### config.mk
export PLATFORM = sky130hd
export DESIGN_NAME = fifo_wr_arbiter
export DESIGN_NICKNAME = d
export VERILOG_FILES = /design/src/rtl/fifo_wr_arbiter.sv
export SDC_FILE = /design/constraint.sdc
export NUM_CORES = 1
export LEC_CHECK = 0
export CORE_MARGIN = 1.5
export CORE_UTILIZATION = 33
export DETAILED_ROUTE_END_ITERATION = 8
export GPL_TIMING_DRIVEN = 0
export PLACE_DENSITY = 0.8
export SLEW_MARGIN = 30
export SYNTH_ARGS = -nofsm -noshare
export SYNTH_HDL_FRONTEND = slang
export SYNTH_SLANG_ARGS = --single-unit
### constraint.sdc
create_clock -name I_CLK -period 2.33 [get_ports I_CLK]
set_input_delay 0.3495 -clock I_CLK [delete_from_list [all_inputs] [get_ports I_CLK]]
set_output_delay 0.3495 -clock I_CLK [all_outputs]
set_load 0.01 [all_outputs]
### src/rtl/fifo_wr_arbiter.sv
// Round-robin arbiter sharing one async-FIFO write port among NR requesters.
// Define FIFO_WR_ARB_BURST_EN to hold a grant for up to BL beats (or until I_LAST).
module fifo_wr_arbiter #(
    parameter int NR = 4,
    parameter int DW = 8,
    parameter int BL = 4
) (
    input  logic                  I_CLK,
    input  logic                  I_RST,
    input  logic [NR-1:0]         I_REQ,
    input  logic [NR*DW-1:0]      I_DATA,
    input  logic [NR-1:0]         I_LAST,
    output logic [NR-1:0]         O_GNT,
    output logic [NR-1:0]         O_ACK,
    output logic [$clog2(NR)-1:0] O_OWNER,
    output logic                  O_BUSY,
    output logic                  O_WR_REQ,
    output logic [DW-1:0]         O_WR_DATA,
    input  logic                  I_WR_FULL
);
    localparam int OW = $clog2(NR);

    typedef enum logic {IDLE, GRANT} state_t;

    state_t        state_q, state_d;
    logic [NR-1:0] gnt_q, gnt_d;
    logic [OW-1:0] owner_q, owner_d;
    logic [OW-1:0] ptr_q, ptr_d;
    logic [OW-1:0] owner_inc;
    logic          pick_vld;
    logic [OW-1:0] pick_idx;
    logic [OW:0]   scan;
    logic          acc;
    logic          end_beat;
    logic          release_g;

`ifdef FIFO_WR_ARB_BURST_EN
    localparam int CW = (BL > 1) ? $clog2(BL) : 1;
    logic [CW-1:0] cnt_q, cnt_d;

    assign end_beat = (cnt_q == CW'(BL - 1)) || I_LAST[owner_q];
`else
    logic unused_last;

    assign unused_last = ^I_LAST;
    assign end_beat    = 1'b1;
`endif

    assign O_BUSY    = (state_q == GRANT);
    assign acc       = O_BUSY && I_REQ[owner_q] && !I_WR_FULL;
    assign release_g = O_BUSY && (!I_REQ[owner_q] || (acc && end_beat));
    assign owner_inc = (owner_q == OW'(NR - 1)) ? '0 : owner_q + 1'b1;

    assign O_GNT     = gnt_q;
    assign O_OWNER   = owner_q;
    assign O_WR_REQ  = acc;
    assign O_WR_DATA = O_BUSY ? I_DATA[owner_q*DW +: DW] : '0;

    always_comb begin
        O_ACK = '0;
        O_ACK[owner_q] = acc;
    end

    // First set request at or above ptr, wrapping past NR-1 back to 0.
    always_comb begin
        pick_vld = 1'b0;
        pick_idx = '0;
        scan     = '0;
        for (int k = 0; k < NR; k++) begin
            scan = {1'b0, ptr_q} + (OW+1)'(k);
            if (scan >= (OW+1)'(NR))
                scan = scan - (OW+1)'(NR);
            if (!pick_vld && I_REQ[scan[OW-1:0]]) begin
                pick_vld = 1'b1;
                pick_idx = scan[OW-1:0];
            end
        end
    end

    always_comb begin
        state_d = state_q;
        gnt_d   = gnt_q;
        owner_d = owner_q;
        ptr_d   = ptr_q;
`ifdef FIFO_WR_ARB_BURST_EN
        cnt_d   = cnt_q;
`endif
        case (state_q)
            IDLE: begin
                if (pick_vld) begin
                    state_d = GRANT;
                    gnt_d   = '0;
                    gnt_d[pick_idx] = 1'b1;
                    owner_d = pick_idx;
                end
            end
            GRANT: begin
                if (release_g) begin
                    state_d = IDLE;
                    gnt_d   = '0;
                    ptr_d   = owner_inc;
`ifdef FIFO_WR_ARB_BURST_EN
                    cnt_d   = '0;
                end else if (acc) begin
                    cnt_d   = cnt_q + 1'b1;
`endif
                end
            end
            default: state_d = IDLE;
        endcase
    end

    always_ff @(posedge I_CLK or posedge I_RST) begin
        if (I_RST) begin
            state_q <= IDLE;
            gnt_q   <= '0;
            owner_q <= '0;
            ptr_q   <= '0;
`ifdef FIFO_WR_ARB_BURST_EN
            cnt_q   <= '0;
`endif
        end else begin
            state_q <= state_d;
            gnt_q   <= gnt_d;
            owner_q <= owner_d;
            ptr_q   <= ptr_d;
`ifdef FIFO_WR_ARB_BURST_EN
            cnt_q   <= cnt_d;
`endif
        end
    end
endmodule
Word-level counts from Yosys, hierarchy flattened. Cells that the tools add are included.

Register bits: 9. Bits in latches: 0. Memory bits (writable): 0. Memory bits (read-only): 0. Input bits: 43. Logic and storage cells: 81. Memories: 0.

Add/sub/neg operators: 8. Multiply operators: 0. Divide/modulo/power cells: 0. Magnitude comparators: 12. Equal/unequal tests: 3. Shifts and indexed selects: 1. Mux-type cells: 34. Bitwise logic cells: 2. Reductions and logical operators: 17.

Operator list (number): variable part select 32 x 6 -> 8 bit (1); < comparator 2 x 3 -> 1 bit (second input constant) (6); two-way mux 2 bit (9); two-way mux 1 bit (13); binary-select mux 1 bit (select 2 bit) (5); >= comparator 3 bit (second input constant) (3); logical AND 1 bit (8); two-way mux 4 bit (2); two-way mux 8 bit (1); one-hot mux 4 bit (2 select lines) (1); subtractor 2 x 1 -> 2 bit (second input constant) (4); adder 2 x 2 -> 3 bit (second input constant) (2); AND reduction 2 bit (3); zero test 1 bit (5); bitwise AND 4 bit (1); demux 1 bit (select 2 bit) (2); >= comparator 2 x 1 -> 1 bit (second input constant) (2); adder 2 x 1 -> 3 bit (second input constant) (1); >= comparator 2 x 3 -> 1 bit (second input constant) (1); adder 2 x 1 -> 2 bit (second input constant) (1); == test 2 bit (second input constant) (1); inequality test 2 x 1 -> 1 bit (second input constant) (1); inequality test 2 bit (second input constant) (1); one-hot mux 1 bit (2 select lines) (1); other kinds (2) (2).

Depth between registers and ports, before layout. Gate-level depths: netlist of the first run.

Depth in word-level cells: 20. Gate-level depth with buffers: 5. Mapped depth without buffers: 4.

Worst setup path before layout of the first run. Ideal clock, no wire load.

Path type: flip-flop to output port. Start: register owner_q[0] (netlist: O_OWNER[0]). End: output O_WR_DATA[0]. Data arrival time: 1.514 ns. Data required time: 1.980 ns. Path slack: 0.466 ns. Stages on the path, launching flop included: 4. Path through: dfrtp_1 -> buf_2 -> mux4_2 -> and2_1.

Word-level cells in the longest chain between the ends: 2.

RTL lines: start, declared (RTL line 27) `logic [OW-1:0] owner_q, owner_d;`; start signal, assigned (RTL line 125) `owner_q <= owner_d;`; variable part select 32 x 6 -> 8 bit (RTL line 57) `assign O_WR_DATA = O_BUSY ? I_DATA[owner_q*DW +: DW] : '0;`; two-way mux 8 bit (RTL line 57); end, declared (RTL line 18) `output logic [DW-1:0] O_WR_DATA,`.

No other way between the ends.

Final worst setup path of the first run.
Start: register owner_q[0] (netlist: O_OWNER[0]). End: output O_WR_DATA[4].

Same word-level chain as after synthesis.

==> results of run 1 <==
-- per-stage QoR --
step / setup slack [ns] / TNS, ns / util (%) / area [µm²]
2_1_floorplan: 0.466 / 0 / - / 835
3_3_place_gp: -0.343 / -2.13 / 59.7 / 1450
3_5_place_dp: -0.346 / -2.27 / 59.7 / 1450
4_1_cts: 0.00474 / 0 / 61.5 / 1500
5_1_grt: 0.00961 / 0 / 62.6 / 1520
6_report: 0.0439 / 0 / 62.6 / 1520
-- critical path, delay by kind of cell, from the launching register on --
| kind | cells | cell delay [ns] |
|---|---|---|
| buf+inv | 3 | 0.54 |
| flops | 1 | 0.44 |
| simple gates | 1 | 0.20 |
| mux | 1 | 0.48 |
-- where the power goes --
group	total [mW]	internal [mW]	switching [mW]	leakage, nW
clock network	0.125	0.0662	0.0589	0.0150
registers	0.330	0.234	0.0957	0.112
logic	1.10	0.630	0.465	0.561
total	1.55	0.930	0.620	0.688
-- layout make-up --
| class | count | area (µm²) | share of cell area (%) |
|---|---|---|---|
| multi-input cells | 59 | 576 | 37.8 |
| repair buffers | 64 | 608 | 40.0 |
| clock buffers | 4 | 26.3 | 1.73 |
| well taps | 30 | 37.5 | 2.47 |
| plain buffers | 3 | 25.0 | 1.64 |
| flip-flops and latches | 9 | 226 | 14.9 |
| inverters | 6 | 22.5 | 1.48 |
-- worst max-delay path by stage --
stage,from,endpoint,cells after the start
2_1_floorplan,O_OWNER[0],O_WR_DATA[0],3
3_3_place_gp,I_REQ[3],O_ACK[3],6
3_5_place_dp,I_REQ[3],O_ACK[0],6
4_1_cts,O_OWNER[0],O_WR_REQ,3
5_1_grt,O_OWNER[0],O_WR_DATA[4],5
6_report,O_OWNER[0],O_WR_DATA[4],5
-- routing by layer --
layer  up-vias  wire [µm]  global-route usage (%)
met4         0         26                    5.13
li1        423          -                       -
met1       407       1090                    22.6
met3         3        381                    6.78
met5         -          0                       0
met2        59       1250                    32.9
-- synth_stat cells --
library cell / count / area [µm²]
nand3_1: 2 / 10.0
clkbuf_1: 1 / 3.75
or2_2: 1 / 6.26
nor4_1: 1 / 6.26
buf_2: 3 / 15.0
mux2_2: 1 / 11.3
a2111oi_4: 1 / 27.5
a211o_1: 1 / 8.76
o31ai_1: 3 / 22.5
inv_1: 6 / 22.5
and2_4: 1 / 8.76
mux2i_1: 2 / 20.0
mux4_2: 8 / 180
dfrtp_1: 9 / 225
a311oi_1: 1 / 8.76
a32o_1: 2 / 20.0
o221ai_2: 1 / 15.0
nor3_1: 1 / 5.00
nor2b_1: 1 / 6.26
a21boi_0: 1 / 7.51
nor2_1: 2 / 7.51
a211oi_1: 1 / 7.51
nand2_1: 4 / 15.0
a21oi_1: 2 / 10.0
a21o_1: 2 / 15.0
ha_1: 4 / 50.1
o21ai_0: 1 / 5.00
nand2b_1: 3 / 18.8
and2_1: 12 / 75.1
-- cell families after synthesis --
logic type | count (synthesis)
AOI/OAI and AO/OA | 16
and+or+nand+nor | 28
buffers and inverters | 10
DFF | 9
muxes | 11
adders and majority gates | 4
-- flip-flops by register name, indices dropped and copies added, names as in the netlist --
register	flops
ptr_q	2
O_OWNER	2
O_GNT	4
O_BUSY	1
-- what timing repair did --
item | in CTS | in global routing
resized for setup | 22 | 1
buffers inserted | 3 | 3
setup endpoints to repair | 13 | 2
pin swaps | 3 | 0
==> results.txt, run 1 <==
- Area share of xor/xnor cells in the synthesized design: 0%
* Cell count of the worst reg-to-reg path: 4
- The total overflow left after global routing is 0.
* Delay of the slowest critical-path stage: 0.48 ns
- Portion of the clock cycle consumed by the worst path in the final layout: 98.1%
* Reg-to-reg slack, setup: 0.65 ns
- The clock passes through at most 2 buffers.
- STA classifies the critical path endpoint as a primary output.
* Count of antenna-violating nets left after detailed routing: 0
- Max H-tree Level: 1
- Setup violations remaining at the end of the flow were counted as 0.
* Clock-pin slew reported for the worst setup and hold paths after clock tree synthesis: roughly 0.060 ns
- On the final layout, the worst clock skew is 0.00734 ns.
- Power per Cell Area: roughly 1000 nW/µm²
* CTS sink cnt: 9
- TritonCTS clock tree: done
- For the worst-skew pair, the clock arrives at the later sink with an insertion delay of 0.27 ns.
* Max stage delay cell, worst path: mux4_2
- Number of cells produced by synthesis: 78
- Share of the synthesized area in compound gates (AO/OA/AOI/OAI): 17.7%
- Across the VDD grid, the largest voltage drop is between 600 and 700 µV.
* Per-cell routed wire length: 15.7 µm
- Startpoint of the lowest-slack register-to-register path: O_OWNER[1]
* Critical path cell sequence: buf_8, buf_4, mux4_2, and2_1, dlygate4sd2_1
* ANT cells: 0
* CTS root buffer: clkbuf_4
- Mux contribution to synthesized area: between 20% and 30%
- Buffers inserted during clock tree synthesis total 3.
- Vias per cell: around 5.1
* Starting DRC count in detailed routing: 24
* Data arrival time of the worst path: between 1.5 and 2 ns
- Detailed routing inserted a total of 892 vias.
- The library cells used most frequently in the layout, excluding fill and tap cells, are clkdlybuf4s50_1, dlygate4sd2_1, and2_1.
- Max-slew headroom: 72.1%
* Final Instance Count excl. Fillers: 175
* Fin crit period: about 2.3 ns
- Die W: 53.3 µm
- Setup repair after global routing left no endpoint under its margin.
- From synthesis to final layout, the design area changed by 82.3%.
- Via count of the first global-routing pass: 873
* Largest net degree at the start of global routing: 13
- Data required time of the critical path: 1.98 ns
* Count of hold-fix buffers inserted at cts: 0
- The number of nets handed over by synthesis was ~130.
- The share of the Yosys chip area taken by registers is 27.0%.
- In this run the worst hold path is classified as input pin to async pin.
* Antenna violations before repair: 0
* Overall die area: around 2800 µm²
- The core region is about 2400 µm².
- Global routing usage summed across all routing layers: between 10% and 20%
* Leading cell type in the layout, fill and taps excluded: clkdlybuf4s50_1
- The synthesized netlist devotes 19.0% of its cell area to simple gates.
- Slew Viols, Final: 0
- Dividing the synthesized area by the synthesized cell count gives 10.7 µm².
- Kind of launch point of the worst setup path: register
- On the final layout, the worst hold slack is 0.372 ns.
- For this design the top-level I/O count stands at 63.
- Counting distinct cell types in the post-synthesis netlist gives 29.
- Max Fanout on Critical Path: 8
* Placer's final routability congestion estimate: around 0.8
- The endpoint identified for the worst register-to-register timing path is ptr_q[1].
* F_max: 437 MHz
* Global-route wire length before repair: 3.93 mm
- The final count of hold timing violations is 0.
- By area, the combinational part of the netlist is dominated by multiplexers.
- In the final layout, the share of cells above drive strength 1 is 19.3%.
- The critical path is of the register to primary output type.
- The synthesized netlist devotes 6.00% of its cell area to adder and majority cells.
- Final-layout fill cell count: 204
* Run status: finished, final reports clean
* Number of port buffers: 58
- Summed over all layers, the routed wires come to 2.75 mm.
* Detail Placement HPWL: 2.11 mm
- Initial cell density of the core: 34.3%
- Detailed-routing iteration count for the pre-antenna-repair pass: 4
- Power Total: 1.55 mW
- Post-synthesis register bit count: 9
- Number of max-cap violations: 0
- At the pin with the least slew margin, the transition time is 0.418 ns.
- Number of nets in the layout: 193
- For this run, design rule violations remaining after detail routing come to 0.
* Total number of yosys warnings: 0
- Cell area after technology mapping: 835 µm²
- The floorplan has 18 rows.
- In this run the static leakage power is just under 0.7 nW.
* Number of placed instances, taps included: 166
* Die Ht: between 50 and 60 µm
(Power assumes the default switching activity.)
==> run 2: changes to the inputs <==
SLEW_MARGIN = 5   (was 30)
==> results of run 2 <==
No change in the layout: final DEF, timing and power equal those of run 1.
